===== src/rtl/alt_vipitc130_common_frame_position_counter.sv =====
// -----------------------------------------------------------------------------
// alt_vipitc130_common_frame_position_counter
//
// Tracks the current sample (h_count) and line (v_count) position inside a
// video frame. Every cycle with count_sample=1 advances the position by one
// sample, wrapping at the end of each line and at the end of each frame.
//
// Timing is double-buffered. config_load captures the requested values into a
// pending set. The pending set only becomes the in-force set at a frame
// boundary (end_of_frame) or on a synchronous clear, so a frame is never
// counted with a mixture of old and new timing.
//
// Ports
//   rst             asynchronous active-high reset (defaults in force)
//   clk             clock, rising edge
//   sclr            synchronous clear: position to 0,0, apply pending timing
//   count_sample    one pixel sample consumed this cycle
//   h_total_in      requested samples per line
//   v_total_in      requested lines per frame
//   h_active_in     requested active samples per line
//   v_active_in     requested active lines per frame
//   config_load     capture the *_in values into the pending set
//   h_count         current sample position within the line (registered)
//   v_count         current line position within the frame (registered)
//   end_of_line     last sample of a line consumed this cycle
//   end_of_frame    last sample of a frame consumed this cycle
//   start_of_frame  position is 0,0
//   active_video    position lies inside the active region
//   config_pending  captured timing is waiting for a frame boundary
// -----------------------------------------------------------------------------
module alt_vipitc130_common_frame_position_counter #(
  parameter int CTRL_WIDTH       = 16,
  parameter int H_TOTAL_DEFAULT  = 1920,
  parameter int V_TOTAL_DEFAULT  = 1080,
  parameter int H_ACTIVE_DEFAULT = 1920,
  parameter int V_ACTIVE_DEFAULT = 1080
) (
  input  logic                  rst,
  input  logic                  clk,
  input  logic                  sclr,
  input  logic                  count_sample,
  input  logic [CTRL_WIDTH-1:0] h_total_in,
  input  logic [CTRL_WIDTH-1:0] v_total_in,
  input  logic [CTRL_WIDTH-1:0] h_active_in,
  input  logic [CTRL_WIDTH-1:0] v_active_in,
  input  logic                  config_load,
  output logic [CTRL_WIDTH-1:0] h_count,
  output logic [CTRL_WIDTH-1:0] v_count,
  output logic                  end_of_line,
  output logic                  end_of_frame,
  output logic                  start_of_frame,
  output logic                  active_video,
  output logic                  config_pending
);

  localparam logic [CTRL_WIDTH-1:0] ONE       = {{(CTRL_WIDTH-1){1'b0}}, 1'b1};
  localparam logic [CTRL_WIDTH-1:0] H_TOT_RST = CTRL_WIDTH'(H_TOTAL_DEFAULT);
  localparam logic [CTRL_WIDTH-1:0] V_TOT_RST = CTRL_WIDTH'(V_TOTAL_DEFAULT);
  localparam logic [CTRL_WIDTH-1:0] H_ACT_RST = CTRL_WIDTH'(H_ACTIVE_DEFAULT);
  localparam logic [CTRL_WIDTH-1:0] V_ACT_RST = CTRL_WIDTH'(V_ACTIVE_DEFAULT);

  // A total of zero would make "total-1" underflow, so it is treated as 1.
  function automatic logic [CTRL_WIDTH-1:0] clamp_total(
    input logic [CTRL_WIDTH-1:0] t
  );
    return (t == '0) ? ONE : t;
  endfunction

  // Active region is at least one and never larger than the (clamped) total.
  function automatic logic [CTRL_WIDTH-1:0] clamp_active(
    input logic [CTRL_WIDTH-1:0] a,
    input logic [CTRL_WIDTH-1:0] t_clamped
  );
    logic [CTRL_WIDTH-1:0] r;
    if (a == '0) begin
      r = ONE;
    end else if (a > t_clamped) begin
      r = t_clamped;
    end else begin
      r = a;
    end
    return r;
  endfunction

  // Position state
  logic [CTRL_WIDTH-1:0] h_count_q, h_count_d;
  logic [CTRL_WIDTH-1:0] v_count_q, v_count_d;
  logic                  config_pending_q, config_pending_d;

  // In-force timing
  logic [CTRL_WIDTH-1:0] h_total_q, h_total_d;
  logic [CTRL_WIDTH-1:0] v_total_q, v_total_d;
  logic [CTRL_WIDTH-1:0] h_active_q, h_active_d;
  logic [CTRL_WIDTH-1:0] v_active_q, v_active_d;

  // Pending timing
  logic [CTRL_WIDTH-1:0] pend_h_total_q, pend_h_total_d;
  logic [CTRL_WIDTH-1:0] pend_v_total_q, pend_v_total_d;
  logic [CTRL_WIDTH-1:0] pend_h_active_q, pend_h_active_d;
  logic [CTRL_WIDTH-1:0] pend_v_active_q, pend_v_active_d;

  logic                  h_last;
  logic                  v_last;
  logic                  eol;
  logic                  eof;
  logic [CTRL_WIDTH-1:0] ld_h_total;
  logic [CTRL_WIDTH-1:0] ld_v_total;

  // Totals are always >= 1, so subtracting one cannot wrap.
  assign h_last = (h_count_q == (h_total_q - ONE));
  assign v_last = (v_count_q == (v_total_q - ONE));
  assign eol    = count_sample & h_last;
  assign eof    = eol & v_last;

  assign ld_h_total = clamp_total(h_total_in);
  assign ld_v_total = clamp_total(v_total_in);

  always_comb begin
    h_count_d        = h_count_q;
    v_count_d        = v_count_q;
    config_pending_d = config_pending_q;
    h_total_d        = h_total_q;
    v_total_d        = v_total_q;
    h_active_d       = h_active_q;
    v_active_d       = v_active_q;
    pend_h_total_d   = pend_h_total_q;
    pend_v_total_d   = pend_v_total_q;
    pend_h_active_d  = pend_h_active_q;
    pend_v_active_d  = pend_v_active_q;

    if (sclr) begin
      // Clear discards any coincident sample and applies waiting timing.
      h_count_d        = '0;
      v_count_d        = '0;
      config_pending_d = 1'b0;
      if (config_pending_q) begin
        h_total_d  = pend_h_total_q;
        v_total_d  = pend_v_total_q;
        h_active_d = pend_h_active_q;
        v_active_d = pend_v_active_q;
      end
    end else begin
      if (count_sample) begin
        if (h_last) begin
          h_count_d = '0;
          v_count_d = v_last ? '0 : (v_count_q + ONE);
        end else begin
          h_count_d = h_count_q + ONE;
        end
      end
      // A load in the boundary cycle wins: the older pending set is replaced
      // and nothing is applied until the following frame boundary.
      if (eof && config_pending_q && !config_load) begin
        h_total_d        = pend_h_total_q;
        v_total_d        = pend_v_total_q;
        h_active_d       = pend_h_active_q;
        v_active_d       = pend_v_active_q;
        config_pending_d = 1'b0;
      end
    end

    // The capture is ordered after any sclr-triggered copy of the old set.
    if (config_load) begin
      pend_h_total_d   = ld_h_total;
      pend_v_total_d   = ld_v_total;
      pend_h_active_d  = clamp_active(h_active_in, ld_h_total);
      pend_v_active_d  = clamp_active(v_active_in, ld_v_total);
      config_pending_d = 1'b1;
    end
  end

  always_ff @(posedge clk or posedge rst) begin
    if (rst) begin
      h_count_q        <= '0;
      v_count_q        <= '0;
      config_pending_q <= 1'b0;
      h_total_q        <= H_TOT_RST;
      v_total_q        <= V_TOT_RST;
      h_active_q       <= H_ACT_RST;
      v_active_q       <= V_ACT_RST;
      pend_h_total_q   <= H_TOT_RST;
      pend_v_total_q   <= V_TOT_RST;
      pend_h_active_q  <= H_ACT_RST;
      pend_v_active_q  <= V_ACT_RST;
    end else begin
      h_count_q        <= h_count_d;
      v_count_q        <= v_count_d;
      config_pending_q <= config_pending_d;
      h_total_q        <= h_total_d;
      v_total_q        <= v_total_d;
      h_active_q       <= h_active_d;
      v_active_q       <= v_active_d;
      pend_h_total_q   <= pend_h_total_d;
      pend_v_total_q   <= pend_v_total_d;
      pend_h_active_q  <= pend_h_active_d;
      pend_v_active_q  <= pend_v_active_d;
    end
  end

  assign h_count        = h_count_q;
  assign v_count        = v_count_q;
  assign config_pending = config_pending_q;
  assign end_of_line    = eol;
  assign end_of_frame   = eof;
  assign start_of_frame = (h_count_q == '0) & (v_count_q == '0);
  assign active_video   = (h_count_q < h_active_q) & (v_count_q < v_active_q);

endmodule


===== config.mk =====
export PLATFORM = sky130hd
export DESIGN_NAME = alt_vipitc130_common_frame_position_counter
export DESIGN_NICKNAME = d
export VERILOG_FILES = /design/src/rtl/alt_vipitc130_common_frame_position_counter.sv
export SDC_FILE = /design/constraint.sdc
export NUM_CORES = 1
export LEC_CHECK = 0
export CAP_MARGIN = 0
export CELL_PAD_IN_SITES_DETAIL_PLACEMENT = 2
export CELL_PAD_IN_SITES_GLOBAL_PLACEMENT = 2
export CORE_MARGIN = 2
export CORE_UTILIZATION = 33
export DETAILED_ROUTE_END_ITERATION = 7
export PLACE_DENSITY = 0.78
export SYNTH_ARGS = -nofsm -noshare
export SYNTH_HDL_FRONTEND = slang
export SYNTH_SLANG_ARGS = --single-unit

===== constraint.sdc =====
create_clock -name clk -period 4.7 [get_ports clk]
set_clock_uncertainty 0.1 [all_clocks]
set_input_delay 0.705 -clock clk [delete_from_list [all_inputs] [get_ports clk]]
set_output_delay 0.705 -clock clk [all_outputs]
set_load 0.005 [all_outputs]

---- Word level (Yosys, flattened, before mapping) ----
Index checks and enable logic that the tools add are counted.
cells by class
  order comparisons ....................... 4
  $add $sub $neg .......................... 4
  equality and inequality tests ........... 3
  reductions and logical operators ........ 15
  muxes and demuxes ....................... 28
  divide/modulo/power cells ............... 0
  shift operators ......................... 0
  multipliers ............................. 0
  bitwise logic cells ..................... 4
operator list
  operator                 number
  $mux W16                 25
  $logic_not A16 Y1        6
  $add A16 B1 Y16 const B  2
  $eq A16 B16 Y1           2
  $gt A16 B16 Y1           2
  $lt A16 B16 Y1           2
  $sub A16 B1 Y16 const B  2
  $reduce_bool A2 Y1       3
  $and A1 B1 Y1            4
  $reduce_and A2 Y1        2
  $mux W1                  3
  $reduce_bool A3 Y1       1
  $logic_and A1 B1 Y1      2
  $ne A2 B1 Y1 const B     1
  $logic_not A1 Y1         1
word-level totals
  word-level logic and storage cells ...... 69
  memory bits (writable) .................. 0
  ROM bits ................................ 0
  input bits .............................. 69
  memories ................................ 0
  bits in latches ......................... 0
  flip-flop bits (word level) ............. 161

---- Depth between registers and ports, before layout ----
  word-level depth ........................ 9
  depth in mapped cells ................... 13
  mapped depth without buffers ............ 11

---- Worst setup path before layout ----
OpenSTA, ideal clock, no wires.
  path kind ............................... input-to-reg
  from .................................... input h_total_in[9]
  to ...................................... register pend_h_active_q[11]
  path slack .............................. 1204 ps
  path buffers ............................ 1
  required time ........................... 4459 ps
  arrival ................................. 3255 ps
  cell stages on the path ................. 12
  path through ............................ nor4_1 -> a41o_1 -> ha_1 -> nor2b_1 -> o21a_1 -> o21a_1 -> o211ai_1 -> a21oi_1 -> o22ai_1 -> clkbuf_1 -> mux2i_1 -> o22ai_1
on the way
  word-level cells in the longest chain between the ends .. 5
ends and longest elaborated chain
  item                     line  source
  start, declared          42    input logic [CTRL_WIDTH-1:0] h_total_in,
  $logic_not A16 Y1        66    return (t == '0) ? ONE : t;
  $mux W16                 66
  named net ld_h_total[0]  106   logic [CTRL_WIDTH-1:0] ld_h_total;
  $gt A16 B16 Y1           77    end else if (a > t_clamped) begin
  $mux W16                 77
  $mux W16                 75    if (a == '0) begin
  end signal, assigned     195   pend_h_active_q <= pend_h_active_d;
  end, declared            99    logic [CTRL_WIDTH-1:0] pend_h_active_q, pend_h_active_d;
The timed path passes the listed nets, and every way through them passes these cells.
A chain may end at the register's enable or synchronous reset.

---- Final worst setup path ----
  from .................................... register h_total_q[0]
  to ...................................... output end_of_frame
on the way
  word-level cells in the longest chain between the ends .. 4
ends and longest elaborated chain
  item                    line  source
  start, declared         91    logic [CTRL_WIDTH-1:0] h_total_q, h_total_d;
  start signal, assigned  189   h_total_q <= h_total_d;
  $sub A16 B1 Y16         110   assign h_last = (h_count_q == (h_total_q - ONE));
  $eq A16 B16 Y1          110
  $and A1 B1 Y1           112   assign eol = count_sample & h_last;
  $and A1 B1 Y1           113   assign eof = eol & v_last;
  end, declared           50    output logic end_of_frame,
No other way between the ends.

==> summary.md <==
| Metric | Value |
|---|---|
| Core area | approximately 35000 µm² |
| Die area | 37300 µm² |
| Slowest stage cell on the critical path | sky130_fd_sc_hd__dfrtp_1 |
| Flip-flop and latch count after synthesis | ~160 |
| Top Ports | ~110 |
| Startpoint of the most critical hold path | pend_h_active_q[8] |
| Avg Cell Area, Syn | around 8.7 µm² |
| Die height | 193 µm |
| Routed length on met3 | 1060 µm |
| Slowest Stage Delay on Critical Path | ~0.44 ns |
| Starting density of the core | 0.333 |
| Clock tree from TritonCTS | yes |
| Count of unique library cells instantiated by Yosys | 68 |
| Remaining DRCs | 0 |
| Reg-to-Reg Start | h_total_q[0] |
| Clock share of power | 0.356 |
| Fin crit share | 0.941 |
| Hold Path Class | reg -> reg |
| Number of sinks driven by the clock tree | 161 |
| Total power divided by cell area | approximately 290 nW/µm² |
| Total vias in the final route | about 11000 |
| Combinational share of power | 0.215 |
| Final Hold Fails | 0 |
| Number of setup violations in the final report | 0 |
| Detailed-routed wire length on met2 | 20000 µm |
| Post-Route Utilization | 0.388 |
| Endpoint of the worst-slack reg-to-reg timing path | h_total_q[7] |
| Count of port buffers added during placement | 105 |
| Total detailed-routing wirelength | 42400 µm |
| RSZ-0062 raised after global routing | no |
| Final layout net count | 1533 |
| Fmax | about 0.23 GHz |
| Pre-antenna DRT Iters | 5 |
| Post-synthesis instance area | 11800 µm² |
| Met1 Routed Length | roughly 21000 µm |
| Number of standard cells in the final layout excluding fillers | 1870 |
| Slack of the worst reg-to-reg path | between 0.8 and 0.9 ns |
| Worst Path Arrival | between 3 and 4 ns |
| Cell area after placement | roughly 13000 µm² |
| Endpoint of the worst hold-timing path | pend_h_active_q[8] |
| 1st-iter DRT viols | around 630 |
| Relative slew margins | 0.390 |
| Cell Int Power | ~2.7 mW |
| Leakage | slightly below 6 nW |
| Placement-stage worst setup slack | between 0.4 and 0.5 ns |
| Register-to-Register Path Depth | 10 |
| Width of the die | 193 µm |
| Post-DR vias/cell | just under 6 |
| Max H-tree Level | 4 |
| DP HPWL | around 30000 µm |
| Measured slew at the worst slew-check pin | 0.908 ns |
| Startpoint Class | register |
| Pin count of the biggest net entering global routing | a little over 90 |
| Number of instances in the synthesized netlist | approximately 1400 |
| Num CTS Buffers | 17 |
| Clock latency on the worst-skew pair | 0.46 ns |
| Depth of the worst hold-timing path | 1 |
| Worst Setup Path Type | reg -> out |
| Dominant register cell in the synthesized netlist | sky130_fd_sc_hd__dfrtp_1 |
| Max Buffers Root-to-Sink | 2 |
| Status | complete, no violations |
| Final worst slack | ~0.28 ns |
| First-pass GRT wire length | roughly 67000 µm |
| Sort of element at the end of the critical path | primary output |
| Net count after synthesis | roughly 1500 |
| Synth async-reset ratio | 1.00 |
| Peak ir drop on the vdd network | around 0.24 mV |
| Number of global-route vias before repair | about 12000 |
| Switching power as a share of total power | 0.338 |
| Critical Path RT | 3.89 ns |
| Final weighted congestion in routability-driven placement | 0.832 |
| Total track usage | 0.234 |
| Clock transition time at the flip-flop clock pins of the worst setup and hold paths | ~0.070 ns |
| Highest metal used | met4 |
| Sequential fraction of design power | 0.429 |
| Total overflow reported by the global router | 0 |
| Warnings, synthesis | 0 |
| Fraction of layout instances using a drive strength above 1 | 0.100 |
| Number of antenna violations at the first check in global routing | 0 |
| Maximum fanout encountered on the critical timing path | 6 |
| EDFF count, synth | 0 |
| Post-layout min period | between 4 and 5 ns |
| Portion of the post-synthesis area used by sequential elements | 0.345 |
| Setup TNS | 0 ns |
| Area growth from synthesis to layout | 16.5% |
| Worst slack on hold paths | around 0.39 ns |
| Count of antenna-violating nets left after detailed routing | 0 |
| Clk Tree Root Cell | sky130_fd_sc_hd__clkbuf_16 |
| Post-layout instance area | 13700 µm² |
| Wire length per cell | around 23 µm |
| Maximum capacitance violations | 0 |
| Total count of max-transition violations in the final report | 0 |
| Final Power | between 4 and 5 mW |
| CP Cell Sequence | inv_1 > ha_1 > nand2b_1 > or3_1 > a211o_1 > a211oi_1 > o2111a_1 > nand2_1 > nor4_1 > dlygate4sd2_1 |
| Cell Rows | 69 |
| Total placed cells including tap cells | around 1800 |
| Antenna Diode Count | 0 |
| Switching power | ~1.4 mW |
[cell usage after synthesis, types with 10 or more instances]
master,instances,share of area
sky130_fd_sc_hd__a21oi_1,55,0.023
sky130_fd_sc_hd__o21ai_0,47,0.020
sky130_fd_sc_hd__and3_1,45,0.024
sky130_fd_sc_hd__o2bb2ai_1,25,0.019
sky130_fd_sc_hd__nor2b_1,42,0.022
sky130_fd_sc_hd__xor2_1,18,0.013
sky130_fd_sc_hd__inv_1,87,0.028
sky130_fd_sc_hd__buf_1,13,0.0041
sky130_fd_sc_hd__nor2_1,79,0.025
sky130_fd_sc_hd__nor4_1,30,0.016
sky130_fd_sc_hd__clkbuf_1,68,0.022
sky130_fd_sc_hd__mux2_2,31,0.030
sky130_fd_sc_hd__nand3_1,54,0.023
sky130_fd_sc_hd__a221oi_1,27,0.020
sky130_fd_sc_hd__a221o_1,11,0.0093
sky130_fd_sc_hd__a21o_1,21,0.013
sky130_fd_sc_hd__nand4_1,18,0.0095
sky130_fd_sc_hd__ha_1,68,0.072
sky130_fd_sc_hd__a211o_1,12,0.0089
sky130_fd_sc_hd__o22ai_1,10,0.0053
sky130_fd_sc_hd__mux2i_1,31,0.026
sky130_fd_sc_hd__buf_2,14,0.0059
sky130_fd_sc_hd__dfstp_2,32,0.071
sky130_fd_sc_hd__nor3_1,37,0.016
sky130_fd_sc_hd__o311ai_1,53,0.039
sky130_fd_sc_hd__nand2_1,137,0.044
sky130_fd_sc_hd__xnor2_1,31,0.023
sky130_fd_sc_hd__dfrtp_1,129,0.27
[cells by family after synthesis]
| logic type | Yosys count | synth area share |
|---|---|---|
| adders and majority gates | 68 | 0.0721 |
| AOI/OAI and AO/OA | 326 | 0.205 |
| xor gates and xnor gates | 49 | 0.0364 |
| muxes | 62 | 0.0559 |
| and+or+nand+nor | 497 | 0.217 |
| DFF | 161 | 0.345 |
| buffers and inverters | 192 | 0.0680 |
[flip-flops by register name (all words and copies together) (netlist names)]
signal / cells
v_total_q: 16
h_total_q: 16
v_active_q: 16
pend_v_active_q: 16
pend_h_active_q: 16
pend_v_total_q: 16
h_active_q: 16
pend_h_total_q: 16
h_count: 16
config_pending: 1
v_count: 16
[power groups by stage]
stage	registers [mW]	clock network, mW	logic (mW)
after detailed placement	1.76	0	0.862
after CTS	1.74	1.47	0.876
final	1.74	1.44	0.868
after global routing	1.76	1.53	0.971
after floorplan	1.66	0	0.620
after global placement	1.75	0	0.811
[per-layer routing]
layer  GRT usage  vias up
li1            -     5075
met1       0.327     5666
met4      0.0466        0
met5           0        -
met3      0.0331       32
met2       0.384      138
[critical path: cells and delay by family (launching register included)]
family          cells  cell delay, ns
simple gates        4            1.02
compound gates      3            0.96
buf+inv             2            0.45
flops               1            0.44
fa+ha+maj           1            0.28
[worst max path at each step]
stage             startpoint             endpoint  slack, ns  cells past startpoint
2_1_floorplan  h_total_in[9]  pend_h_active_q[11]       1.20                     12
3_3_place_gp    h_total_q[0]         end_of_frame       0.68                     10
3_5_place_dp    h_total_q[0]         end_of_frame       0.46                     10
4_1_cts         h_total_q[0]         end_of_frame       0.27                     10
5_1_grt         h_total_q[0]         end_of_frame       0.04                     10
6_report        h_total_q[0]         end_of_frame       0.28                     10
[repair_timing]
item / in CTS / in global routing
resized for setup: 1 / 0
setup endpoints to repair: 1 / 0
hold buffers: 0 / 0
setup buffers: 0 / 0
[final cells by class]
| class | instances | area (µm²) |
|---|---|---|
| clock buffer | 17 | 425 |
| inverter | 88 | 334 |
| clock inverter | 15 | 150 |
| tap | 461 | 577 |
| fill | 3935 | 21700 |
| multi-input combinational | 1002 | 6940 |
| timing repair buffer | 126 | 1250 |
| sequential | 161 | 4070 |
[cells in the final DEF (no fill, tap or decap), types with 9 or more instances in the layout]
cell,n
sky130_fd_sc_hd__nand2_1,137
sky130_fd_sc_hd__nand4_1,18
sky130_fd_sc_hd__o2bb2ai_1,25
sky130_fd_sc_hd__a211o_1,12
sky130_fd_sc_hd__clkbuf_16,17
sky130_fd_sc_hd__o22ai_1,9
sky130_fd_sc_hd__a221o_1,11
sky130_fd_sc_hd__dfstp_2,32
sky130_fd_sc_hd__a221oi_1,27
sky130_fd_sc_hd__a21oi_1,55
sky130_fd_sc_hd__ha_1,68
sky130_fd_sc_hd__o211ai_1,9
sky130_fd_sc_hd__dfrtp_1,128
sky130_fd_sc_hd__o21a_1,9
sky130_fd_sc_hd__nor3_1,37
sky130_fd_sc_hd__xnor2_1,31
sky130_fd_sc_hd__and3_1,45
sky130_fd_sc_hd__mux2i_1,31
sky130_fd_sc_hd__buf_4,18
sky130_fd_sc_hd__a21o_1,21
sky130_fd_sc_hd__nand3_1,54
sky130_fd_sc_hd__o21ai_0,47
sky130_fd_sc_hd__mux2_2,31
sky130_fd_sc_hd__nor2b_1,42
sky130_fd_sc_hd__xor2_1,18
sky130_fd_sc_hd__inv_1,86
sky130_fd_sc_hd__o311ai_1,53
sky130_fd_sc_hd__clkdlybuf4s50_1,102
sky130_fd_sc_hd__nor3b_1,9
sky130_fd_sc_hd__nor2_1,79
sky130_fd_sc_hd__nor4_1,30
Power figures use the tool's default switching activity.
